$ cat config.mk
export PLATFORM = sky130hd
export DESIGN_NAME = mul_sequencer_flat
export DESIGN_NICKNAME = d
export VERILOG_FILES = /design/src/rtl/mul_pkg.sv /design/src/rtl/mul_sequencer_if.sv /design/src/rtl/mul_shift_add_dp.sv /design/src/rtl/mul_sequencer.sv /design/src/flat_wrapper.sv
export SDC_FILE = /design/constraint.sdc
export NUM_CORES = 1
export LEC_CHECK = 0
export BUFFER_PORTS_ARGS = -buffer_cell sky130_fd_sc_hd__buf_2
export CAP_MARGIN = 20
export CORE_AREA = 5 5 117 119
export CTS_CLUSTER_SIZE = 14
export DETAILED_ROUTE_END_ITERATION = 7
export DIE_AREA = 0 0 122 124
export PLACE_DENSITY = 0.87
export SYNTH_ARGS = -nofsm -noshare
export SYNTH_HDL_FRONTEND = slang
export SYNTH_SLANG_ARGS = --single-unit
$ cat constraint.sdc
create_clock -name clk -period 5.1 [get_ports clk]
set_input_delay 0.51 -clock clk [delete_from_list [all_inputs] [get_ports clk]]
set_output_delay 0.51 -clock clk [all_outputs]
set_load 0.05 [all_outputs]
$ cat src/rtl/mul_pkg.sv
// Shared definitions for the iterative multiply sequencer: op encodings,
// FSM state type and the default datapath width.
package mul_pkg;

    localparam int DATA_W_DEF = 32;

    localparam logic [2:0] FUNC3_MUL   = 3'b000;
    localparam logic [2:0] FUNC3_MULHU = 3'b011;

    typedef enum logic [1:0] {
        IDLE = 2'd0,
        RUN  = 2'd1,
        DONE = 2'd2
    } state_t;

    function automatic logic func3_legal(input logic [2:0] f);
        return (f == FUNC3_MUL) || (f == FUNC3_MULHU);
    endfunction

endpackage

$ cat src/rtl/mul_sequencer_if.sv
// Request/response bundle between the EX stage and the multiply sequencer.
interface mul_sequencer_if #(
    parameter int DATA_W = mul_pkg::DATA_W_DEF
);
    logic              start;
    logic [2:0]        func3;
    logic [DATA_W-1:0] op_a;
    logic [DATA_W-1:0] op_b;
    logic              flush;
    logic              stall;
    logic              busy;
    logic              done;
    logic [DATA_W-1:0] result;

    modport master (
        output start, func3, op_a, op_b, flush,
        input  stall, busy, done, result
    );

    modport slave (
        input  start, func3, op_a, op_b, flush,
        output stall, busy, done, result
    );
endinterface

$ cat src/rtl/mul_shift_add_dp.sv
// Radix-2 shift-add datapath: holds the multiplicand and the double-width
// product register, and exposes the product value after the next step.
module mul_shift_add_dp #(
    parameter int DATA_W = 32
) (
    input  logic                clk,
    input  logic                rst_n,
    input  logic                load,
    input  logic                step,
    input  logic [DATA_W-1:0]   load_a,
    input  logic [DATA_W-1:0]   load_b,
    output logic [2*DATA_W-1:0] prod_next
);
    logic [DATA_W-1:0]   mcand_reg;
    logic [2*DATA_W-1:0] prod_reg;
    logic [DATA_W-1:0]   addend;
    logic [DATA_W:0]     sum;

    // Partial product for this cycle: mcand gated by the current multiplier LSB.
    genvar gi;
    generate
        for (gi = 0; gi < DATA_W; gi++) begin : g_addend
            assign addend[gi] = mcand_reg[gi] & prod_reg[0];
        end
    endgenerate

    // The extra sum bit carries into the shifted-down high half.
    assign sum       = {1'b0, prod_reg[2*DATA_W-1:DATA_W]} + {1'b0, addend};
    assign prod_next = {sum, prod_reg[DATA_W-1:1]};

    always_ff @(posedge clk or negedge rst_n) begin
        if (!rst_n) begin
            mcand_reg <= '0;
            prod_reg  <= '0;
        end else if (load) begin
            mcand_reg <= load_a;
            prod_reg  <= {{DATA_W{1'b0}}, load_b};
        end else if (step) begin
            prod_reg  <= prod_next;
        end
    end

endmodule

$ cat src/rtl/mul_sequencer.sv
// Iterative multiply sequencer for the EX stage: fixed-latency MUL/MULHU,
// stalls the pipeline while running and pulses done with the product.
module mul_sequencer
    import mul_pkg::*;
#(
    parameter int DATA_W = DATA_W_DEF
) (
    input  logic            clk,
    input  logic            rst_n,
    mul_sequencer_if.slave  bus
);
    localparam int CNT_W = $clog2(DATA_W);

    state_t              state_reg;
    logic [CNT_W-1:0]    cnt_reg;
    logic [2:0]          func3_reg;
    logic [DATA_W-1:0]   result_reg;
    logic                done_reg;
    logic                busy_reg;
    logic                accept;
    logic                load;
    logic                step;
    logic                last_step;
    logic [2*DATA_W-1:0] prod_next;

    assign accept    = (state_reg == IDLE) && bus.start && !bus.flush;
    assign load      = accept && func3_legal(bus.func3);
    assign step      = (state_reg == RUN) && !bus.flush;
    assign last_step = (cnt_reg == CNT_W'(DATA_W - 1));

    mul_shift_add_dp #(
        .DATA_W (DATA_W)
    ) u_dp (
        .clk       (clk),
        .rst_n     (rst_n),
        .load      (load),
        .step      (step),
        .load_a    (bus.op_a),
        .load_b    (bus.op_b),
        .prod_next (prod_next)
    );

    // Result is captured from the final step so it is already valid in DONE.
    always_ff @(posedge clk or negedge rst_n) begin
        if (!rst_n) begin
            state_reg  <= IDLE;
            cnt_reg    <= '0;
            func3_reg  <= '0;
            result_reg <= '0;
            done_reg   <= 1'b0;
            busy_reg   <= 1'b0;
        end else begin
            done_reg <= 1'b0;
            busy_reg <= 1'b0;
            if (bus.flush) begin
                state_reg <= IDLE;
                cnt_reg   <= '0;
            end else begin
                case (state_reg)
                    IDLE: begin
                        if (bus.start) begin
                            if (func3_legal(bus.func3)) begin
                                func3_reg <= bus.func3;
                                cnt_reg   <= '0;
                                busy_reg  <= 1'b1;
                                state_reg <= RUN;
                            end else begin
                                result_reg <= '0;
                                done_reg   <= 1'b1;
                                state_reg  <= DONE;
                            end
                        end
                    end
                    RUN: begin
                        cnt_reg <= cnt_reg + CNT_W'(1);
                        if (last_step) begin
                            result_reg <= (func3_reg == FUNC3_MULHU)
                                        ? prod_next[2*DATA_W-1:DATA_W]
                                        : prod_next[DATA_W-1:0];
                            done_reg   <= 1'b1;
                            state_reg  <= DONE;
                        end else begin
                            busy_reg <= 1'b1;
                        end
                    end
                    DONE: begin
                        state_reg <= IDLE;
                    end
                    default: begin
                        state_reg <= IDLE;
                    end
                endcase
            end
        end
    end

    assign bus.stall  = accept || busy_reg;
    assign bus.busy   = busy_reg;
    assign bus.done   = done_reg;
    assign bus.result = result_reg;

endmodule
$ cat src/flat_wrapper.sv
// flat-port wrapper written by rule: the top's interface ports become plain ports
module mul_sequencer_flat import mul_pkg::*;
#(
    parameter int DATA_W = DATA_W_DEF
)
  (clk, rst_n, bus_start, bus_func3, bus_op_a, bus_op_b, bus_flush, bus_stall, bus_busy, bus_done, bus_result);
  mul_sequencer_if #(.DATA_W(DATA_W)) bus_i ();
  input  logic clk;
  input  logic rst_n;
  input wire logic [$bits(bus_i.start)-1:0] bus_start;
  input wire logic [$bits(bus_i.func3)-1:0] bus_func3;
  input wire logic [$bits(bus_i.op_a)-1:0] bus_op_a;
  input wire logic [$bits(bus_i.op_b)-1:0] bus_op_b;
  input wire logic [$bits(bus_i.flush)-1:0] bus_flush;
  output wire logic [$bits(bus_i.stall)-1:0] bus_stall;
  output wire logic [$bits(bus_i.busy)-1:0] bus_busy;
  output wire logic [$bits(bus_i.done)-1:0] bus_done;
  output wire logic [$bits(bus_i.result)-1:0] bus_result;
  assign bus_i.start = bus_start;
  assign bus_i.func3 = bus_func3;
  assign bus_i.op_a = bus_op_a;
  assign bus_i.op_b = bus_op_b;
  assign bus_i.flush = bus_flush;
  assign bus_stall = bus_i.stall;
  assign bus_busy = bus_i.busy;
  assign bus_done = bus_i.done;
  assign bus_result = bus_i.result;
  mul_sequencer #(.DATA_W(DATA_W)) u_core (.clk(clk), .rst_n(rst_n), .bus(bus_i));
endmodule
==> results.py, run 1 <==
metrics = {
    "floorplan": {
        "rows": 41,
        "initial_core_util_pct": 61.8,
        "ios": 106,
        "die_x_um": 122,
        "die-area_um2": 15100,
        "fp.dieH_um": 124,
        "coreArea_um2": 12500,
    },
    "logic_synthesis": {
        "synth_edf_count": 0,
        "synth_cell_types": 57,
        "ys_seq_elements": 140,
        "synth-seq-area-share_pct": 45.5,
        "netlist_area_um2": 7710,
        "synth_ff_type": "dfrtp_1",
        "synth_cells": 781,
        "syn-num-nets": 887,
        "synth-async-reset-ratio_pct": 100,
        "yosys_warnings": 0,
        "avgSynthCellArea_um2": 9.87,
    },
    "finish": {
        "finalNetCount": 971,
        "final_area_um2": 8920,
        "largest_reg_flops": 64,
        "area_growth_pct": 15.8,
        "layout_commonest_cell": "dfrtp_1",
        "seq_area_um2": 3500,
        "final_cell_mix": "140 x dfrtp_1, 104 x buf_2, 99 x nand2_1, 67 x o21ai_0, 39 x a21oi_1",
        "fillers": 901,
        "drive_above_1_share_pct": 22.1,
        "multi_input_area_um2": 3940,
        "diodes": 0,
    },
    "placement": {
        "port_buffers": 105,
        "place_hpwl_mm": 13.2,
        "place_area_um2": 8350,
        "preCtsSetupSlack_ps": 1350,
        "place_congestion": 0.910,
    },
    "clock_network": {
        "clkLatencyLatePin_ps": 430,
        "cts_buffers": 17,
        "cts_setup_buffers": 0,
        "cts_buffer_depth": 2,
        "hold_buffers": 0,
        "cts_tree": "built",
        "htreeDepth": 4,
        "clkTransAtPathRegs_ps": 60,
        "cts_resized": 0,
        "cts.sinks": 140,
        "cts_root_buffer": "clkbuf_16",
    },
    "routing": {
        "viasPerCell": 6.24,
        "via_count": 6551,
        "ant_nets": 0,
        "drc": 0,
        "drt_iter0_drc": 729,
        "wl_per_cell_um": 19.5,
        "routed_wl_mm": 20.5,
        "first_pass_iters": 7,
    },
    "worst_setup_path": {
        "worst_path_largest_cell_delay_ps": 730,
        "cp.depth": 11,
        "reg2reg_from": "u_core.u_dp.prod_reg[0]",
        "cp_max_fo": 33,
        "crit_buf_inv": 0,
        "timing.rr.end": "u_core.bus.result[31]",
        "r2r_cells": 11,
        "end_kind": "flip-flop",
        "cp-start-kind": "flip-flop",
        "worstPathCellList": "and2_1 > ha_1 > fa_1 > a21oi_1 > o221ai_2 > a2111oi_4 > a2bb2oi_2 > a311oi_4 > o21ai_2 > a221oi_2 > o31ai_1",
        "rrSetupSlack_ps": 1280,
        "cp_slowest_cell": "dfrtp_1",
        "path_delay_family": "compound AO/OA/AOI/OAI gates",
        "crit_arrival_ps": 4130,
        "crit_type": "flip-flop to flip-flop",
        "required_ps": 5410,
    },
    "grt": {
        "antenna_found_initial": 0,
        "grt_usage_pct": 28.1,
        "grt_max_degree": 101,
        "overflow": 0,
        "grt_pass1_wl_mm": 32.9,
        "grt_pass1_vias": 6327,
    },
    "flow_run": {
        "max_cap_violations": 0,
    },
    "sta": {
        "fin_ws_ps": 1280,
        "min_period_ps": 3820,
        "setup_viol": 0,
        "fin_crit_sh_pct": 74.9,
        "finalHoldViolations": 0,
        "skew_ps": 8.70,
        "slew_headroom_pct": 29.9,
        "slew_viol_final": 0,
        "setup_tns_ps": 0,
        "max_freq_ghz": 0.262,
        "worst_slew_pin_slew_ps": 1050,
        "rsz0062_at_grt": "false",
    },
    "pwr": {
        "powerDensity_nw_per_um2": 449,
        "power_mw": 4.01,
        "ir_drop_v": 0.000343,
        "p_leak_nw": 4.58,
    },
    "min_path": {
        "hp-class": "input port to async pin",
    },
    "status": {
        "status": "finished, final reports clean",
    },
}
[how the worst max path moves through the flow]
stage                                       start                       end  slack (ps)
after floorplan           u_core.u_dp.prod_reg[0]     u_core.bus.result[31]        1960
after global placement    u_core.u_dp.prod_reg[0]     u_core.bus.result[31]        1480
after detailed placement  u_core.u_dp.prod_reg[0]  u_core.u_dp.prod_reg[63]        1350
after CTS                 u_core.u_dp.prod_reg[0]     u_core.bus.result[31]        1330
after global routing      u_core.u_dp.prod_reg[0]     u_core.bus.result[31]        1010
final                     u_core.u_dp.prod_reg[0]     u_core.bus.result[31]        1280
[synth_stat cells (2+ instances only)]
master / number / share of area [%]
dfrtp_1: 140 / 45
nand2_1: 99 / 4.8
o21ai_0: 67 / 4.4
clkbuf_1: 44 / 2.1
a21oi_1: 39 / 2.5
and2_1: 35 / 2.8
ha_1: 34 / 5.5
mux2_2: 33 / 4.8
inv_1: 27 / 1.3
a21o_1: 25 / 2.4
mux2i_1: 25 / 3.2
nor2_1: 25 / 1.2
a222oi_1: 17 / 2.2
xnor2_1: 17 / 1.9
a22o_1: 16 / 1.8
nand3_1: 14 / 0.91
nor3_1: 13 / 0.84
xor2_1: 12 / 1.4
and3_1: 11 / 0.89
a32oi_1: 10 / 1.1
o22ai_1: 10 / 0.81
nand2b_1: 5 / 0.41
nor2b_1: 5 / 0.41
a211oi_1: 4 / 0.39
buf_1: 4 / 0.19
or3_1: 4 / 0.32
a21boi_0: 3 / 0.29
a21oi_2: 3 / 0.34
a31oi_1: 3 / 0.24
nand4_1: 3 / 0.24
o21ai_2: 3 / 0.34
o21bai_1: 3 / 0.29
o31ai_1: 3 / 0.29
o21a_1: 2 / 0.19
[metrics by stage]
step / cells / utilization [%] / hold slack, ps
global placement: 1018 / 67.0 / 458
finish: 1049 / 71.6 / 174
global route: 1049 / 71.6 / 257
floorplan: 781 / - / 214
CTS: 1049 / 71.6 / 217
detailed placement: 1018 / 67.0 / 469
[cell families after synthesis]
group / synth area share, %
fa+ha+maj: 5.78
compound gates: 20.6
xor+xnor: 3.30
simple gates: 13.2
mux: 8.07
buf+inv: 3.65
flops: 45.5
[power breakdown]
group          leakage, nW  switching (mW)  internal, mW
Combinational         2.47           0.697         0.491
Clock                0.272           0.491         0.736
Sequential            1.83           0.224          1.37
Total                 4.58            1.41          2.59
[metal layers]
layer	routed length, um	vias to the layer above	global-route usage [%]
met2	9970	315	45.7
met3	1550	47	5.68
met5	0	-	0
li1	-	2988	-
met4	505	0	11.2
met1	8450	3201	37.1
[final cells by class]
type	count	area share, %
flip-flops and latches	140	39.3
clock buffers	19	5.08
inverters	27	1.14
clock inverters	12	1.37
repair buffers	113	6.63
well taps	172	2.41
multi-input cells	566	44.1
(Power assumes the default switching activity.)
==> run 2: changes to the inputs <==
Settings changed: CORE_AREA 5 5 117 119 to 5 5 127 129, DIE_AREA 0 0 122 124 to 0 0 132 134, PLACE_DENSITY 0.87 to 0.78.
Clock period 5.1 ns to 3.5 ns, I/O delays scaled along.
==> results.py, run 2 (synthesized netlist as in run 1, its figures left out) <==
metrics = {
    "status": {
        "status": "finished, final reports clean",
    },
    "grt": {
        "grt_max_degree": 86,
        "antenna_found_initial": 0,
        "grt_pass1_vias": 6391,
        "grt_usage_pct": 22.9,
        "grt_pass1_wl_mm": 32.7,
        "overflow": 0,
    },
    "finish": {
        "layout_commonest_cell": "dfrtp_1",
        "largest_reg_flops": 64,
        "final_area_um2": 9080,
        "diodes": 0,
        "finalNetCount": 981,
        "area_growth_pct": 17.8,
        "drive_above_1_share_pct": 23.0,
        "final_cell_mix": "140 x dfrtp_1, 104 x buf_2, 99 x nand2_1, 67 x o21ai_0, 39 x a21oi_1",
    },
    "pwr": {
        "powerDensity_nw_per_um2": 655,
        "ir_drop_v": 0.000408,
        "p_leak_nw": 4.66,
    },
    "routing": {
        "drt_iter0_drc": 590,
        "wl_per_cell_um": 18.6,
        "first_pass_iters": 7,
        "ant_nets": 0,
        "via_count": 6394,
        "viasPerCell": 5.94,
        "routed_wl_mm": 20.0,
        "drc": 0,
    },
    "worst_setup_path": {
        "crit_arrival_ps": 3460,
        "cp_slowest_cell": "fa_1",
        "worst_path_largest_cell_delay_ps": 450,
        "path_delay_family": "compound AO/OA/AOI/OAI gates",
        "r2r_cells": 12,
        "end_kind": "flip-flop",
        "required_ps": 3810,
        "cp-start-kind": "flip-flop",
        "cp.depth": 12,
        "crit_type": "flip-flop to flip-flop",
        "crit_buf_inv": 2,
        "cp_max_fo": 16,
        "worstPathCellList": "buf_4 > and2_1 > fa_1 > a21oi_1 > o221ai_2 > a2111oi_4 > buf_4 > a21bo_2 > a21oi_1 > nor3_1 > mux2i_1 > nand2_1",
    },
    "sta": {
        "slew_headroom_pct": 35.2,
        "worst_slew_pin_slew_ps": 973,
        "finalHoldViolations": 0,
        "slew_viol_final": 0,
        "setup_tns_ps": 0,
        "fin_ws_ps": 350,
        "min_period_ps": 3150,
        "skew_ps": 8.51,
        "fin_crit_sh_pct": 90.0,
        "setup_viol": 0,
        "rsz0062_at_grt": "false",
        "max_freq_ghz": 0.317,
    },
    "min_path": {
        "hold_depth": 3,
        "hp-class": "input port to flip-flop",
    },
    "placement": {
        "preCtsSetupSlack_ps": 357,
        "place_congestion": 0.897,
        "place_area_um2": 8450,
        "port_buffers": 105,
        "place_hpwl_mm": 13.9,
    },
    "floorplan": {
        "coreArea_um2": 14900,
        "die_x_um": 132,
        "die-area_um2": 17700,
        "fp.dieH_um": 134,
        "rows": 45,
        "ios": 106,
        "initial_core_util_pct": 51.7,
    },
    "clock_network": {
        "clkTransAtPathRegs_ps": 60,
        "htreeDepth": 4,
        "cts_root_buffer": "clkbuf_16",
        "cts.sinks": 140,
        "cts_buffers": 17,
        "clkLatencyLatePin_ps": 430,
        "cts_buffer_depth": 2,
        "cts_tree": "built",
    },
    "flow_run": {
        "max_cap_violations": 0,
    },
}
## run 2: cell types whose count changed in the layout (fill, tap and decap cells not counted), sizes merged
cell	before	now
inv	27	29
dlygate4sd3	0	1
clkbuf	19	18
buf	113	122
bufinv	2	4
clkinv	5	6
clkinvlp	5	2
## run 2: final cells by class
type | count | area [um2]
Clock buffer | 18 | 429
Clock inverter | 14 | 194
Fill cell | 1249 | 5840
Inverter | 27 | 101
Multi-Input combinational cell | 566 | 3940
Sequential cell | 140 | 3500
Tap cell | 188 | 235
Timing Repair Buffer | 123 | 682
## run 2: layer usage
layer	up-vias	track usage (%)	share of wire (%)
li1	3017	-	-
met1	3109	30.7	44
met2	236	36.2	47
met3	32	5.66	6.8
met4	0	8.51	1.9
met5	-	0	0
## run 2: per-stage QoR
step,power [mW],cells,hold slack [ps],util [%]
2_1_floorplan,3.49,781,54.4,-
3_5_place_dp,4.01,1043,462,56.6
4_1_cts,5.96,1076,100,60.9
5_1_grt,6.27,1076,111,60.9
3_3_place_gp,3.96,1043,458,56.6
6_report,5.95,1076,119,60.9
## run 2: worst reg2reg max path, stage by stage, from the launching register on
cell	delay, ps
dfrtp_1	380
buf_4	180
and2_1	180
fa_1	450
a21oi_1	200
o221ai_2	190
a2111oi_4	390
buf_4	200
a21bo_2	150
a21oi_1	70
nor3_1	340
mux2i_1	240
nand2_1	70
## run 2: what timing repair did
action,CTS,global route
hold endpoints to repair,4,0
buffers inserted,0,0
endpoints found under the setup margin,0,0
resized for setup,0,0
hold buffers,1,0
## run 2: worst paths after layout
path                                         start                       end  slack [ps]
hold / removal                        bus_op_b[21]  u_core.u_dp.prod_reg[21]         120
setup reg to reg           u_core.u_dp.prod_reg[0]     u_core.bus.result[29]         350
max in group asynchronous                    rst_n         u_core.cnt_reg[3]        2060
min in group asynchronous                    rst_n      u_core.bus.result[9]         540
setup / recovery           u_core.u_dp.prod_reg[0]     u_core.bus.result[29]         350
hold reg to reg               u_core.bus.result[1]      u_core.bus.result[1]         480
## run 2: where the power goes
group / switching, mW / internal, mW
combinational: 1.03 / 0.730
sequential: 0.278 / 1.99
clock: 0.730 / 1.19
==> run 3: changes to the inputs <==
Settings changed: CTS_CLUSTER_DIAMETER from default to 150, GPL_TIMING_DRIVEN from default to 0.
==> results.py, run 3 (synthesized netlist as in run 1, its figures left out) <==
metrics = {
    "status": {
        "status": "finished, final reports clean",
    },
    "routing": {
        "ant_nets": 0,
        "via_count": 6789,
        "wl_per_cell_um": 20.3,
        "routed_wl_mm": 22.7,
        "viasPerCell": 6.09,
        "first_pass_iters": 6,
        "drt_iter0_drc": 684,
        "drc": 0,
    },
    "sta": {
        "max_freq_ghz": 0.294,
        "skew_ps": 12.0,
        "setup_tns_ps": 0,
        "fin_ws_ps": 102,
        "setup_viol": 0,
        "slew_viol_final": 0,
        "min_period_ps": 3400,
        "finalHoldViolations": 0,
        "slew_headroom_pct": 38.8,
        "hold-worst-slack_ps": 122,
        "fin_crit_sh_pct": 97.1,
        "worst_slew_pin_slew_ps": 917,
    },
    "worst_setup_path": {
        "crit_arrival_ps": 3690,
        "rrSetupSlack_ps": 100,
        "crit_buf_inv": 1,
        "cp_max_fo": 10,
        "r2r_cells": 12,
        "timing.rr.end": "u_core.u_dp.prod_reg[63]",
        "crit_type": "flip-flop to flip-flop",
        "reg2reg_from": "u_core.u_dp.prod_reg[0]",
        "worstPathCellList": "clkbuf_4 > and2_1 > ha_1 > fa_2 > a21oi_4 > o221ai_4 > a2111oi_4 > a2bb2oi_4 > a311oi_4 > o21ai_2 > a221oi_2 > o31ai_1",
        "worst_path_largest_cell_delay_ps": 420,
        "cp_slowest_cell": "dfrtp_2",
        "required_ps": 3790,
        "end_kind": "flip-flop",
        "cp-start-kind": "flip-flop",
        "path_delay_family": "compound AO/OA/AOI/OAI gates",
    },
    "finish": {
        "final_cell_mix": "139 x dfrtp_1, 104 x buf_2, 99 x nand2_1, 67 x o21ai_0, 40 x clkbuf_1",
        "seq_area_um2": 3500,
        "finalNetCount": 1020,
        "fillers": 1223,
        "fin_util_pct": 62.1,
        "multi_input_area_um2": 3970,
        "area_growth_pct": 20.3,
        "diodes": 0,
        "drive_above_1_share_pct": 21.9,
        "final_area_um2": 9270,
        "final_cells": 1115,
        "largest_reg_flops": 64,
        "layout_commonest_cell": "dfrtp_1",
    },
    "clock_network": {
        "htreeDepth": 4,
        "cts_tree": "built",
        "clkLatencyLatePin_ps": 440,
        "cts_buffers": 17,
        "cts_buffer_depth": 2,
        "cts.sinks": 140,
        "cts_root_buffer": "clkbuf_16",
        "clkTransAtPathRegs_ps": 60,
    },
    "pwr": {
        "powerDensity_nw_per_um2": 654,
        "p_leak_nw": 4.70,
        "power_mw": 6.06,
        "ir_drop_v": 0.000426,
    },
    "grt": {
        "antenna_found_initial": 0,
        "grt_pass1_vias": 6687,
        "grt_pass1_wl_mm": 35.8,
        "grt_max_degree": 86,
        "overflow": 0,
        "grt_usage_pct": 25.6,
    },
    "min_path": {
        "hp-class": "input port to flip-flop",
        "worstHoldStart": "bus_op_b[29]",
        "hold_depth": 3,
        "min_to": "u_core.u_dp.prod_reg[29]",
    },
    "floorplan": {
        "rows": 45,
        "initial_core_util_pct": 51.7,
        "fp.dieH_um": 134,
        "coreArea_um2": 14900,
        "die-area_um2": 17700,
        "die_x_um": 132,
        "ios": 106,
    },
    "placement": {
        "dp.cells": 1075,
        "place_congestion": 0.960,
        "place_hpwl_mm": 15.8,
        "preCtsSetupSlack_ps": -391,
        "place_area_um2": 8500,
        "port_buffers": 105,
    },
    "flow_run": {
        "max_cap_violations": 0,
    },
}
==> run 3: how the worst max path moves through the flow <==
stage,from,end,slack [ps],cells past startpoint
floorplan,u_core.u_dp.prod_reg[0],u_core.bus.result[31],360,12
global placement,u_core.u_dp.prod_reg[0],u_core.u_dp.prod_reg[63],-370,12
detailed placement,u_core.u_dp.prod_reg[0],u_core.u_dp.prod_reg[63],-390,12
CTS,u_core.u_dp.prod_reg[0],u_core.u_dp.prod_reg[63],10,12
global route,u_core.u_dp.prod_reg[0],u_core.bus.result[31],-20,12
finish,u_core.u_dp.prod_reg[0],u_core.u_dp.prod_reg[63],100,12
==> run 3: worst min-delay path, cell delays in order <==
cell,delay [ps]
buf_2,70
nand2_1,30
o21ai_0,60
==> run 3: layer usage <==
| metal | part of all wire (%) | vias to the layer above | track usage (%) |
|---|---|---|---|
| met4 | 3.1 | 0 | 10.4 |
| met5 | 0 | - | 0 |
| met1 | 43 | 3294 | 35.0 |
| met2 | 46 | 339 | 39.6 |
| met3 | 8.7 | 59 | 6.00 |
| li1 | - | 3097 | - |
==> run 3: timing repair <==
item,in CTS,in global routing
hold endpoints to repair,55,0
pin swaps,5,8
gates resized for setup,9,7
setup endpoints to repair,14,16
buffers inserted,6,4
gates cloned,0,0
hold buffers,1,0
==> run 3: cell type report <==
cell class,count,area share [%]
sequential,140,37.8
inverter,27,1.09
buffer,45,1.88
clock buffer,21,5.08
clock inverter,11,1.78
timing repair buffer,117,6.95
multi-input combinational,566,42.9
tap,188,2.54
==> run 3: where the power goes <==
group / internal (mW) / leakage (nW) / switching [mW]
Clock: 1.24 / 0.301 / 0.711
Sequential: 1.99 / 1.83 / 0.272
Combinational: 0.741 / 2.57 / 1.10
Total: 3.98 / 4.70 / 2.09
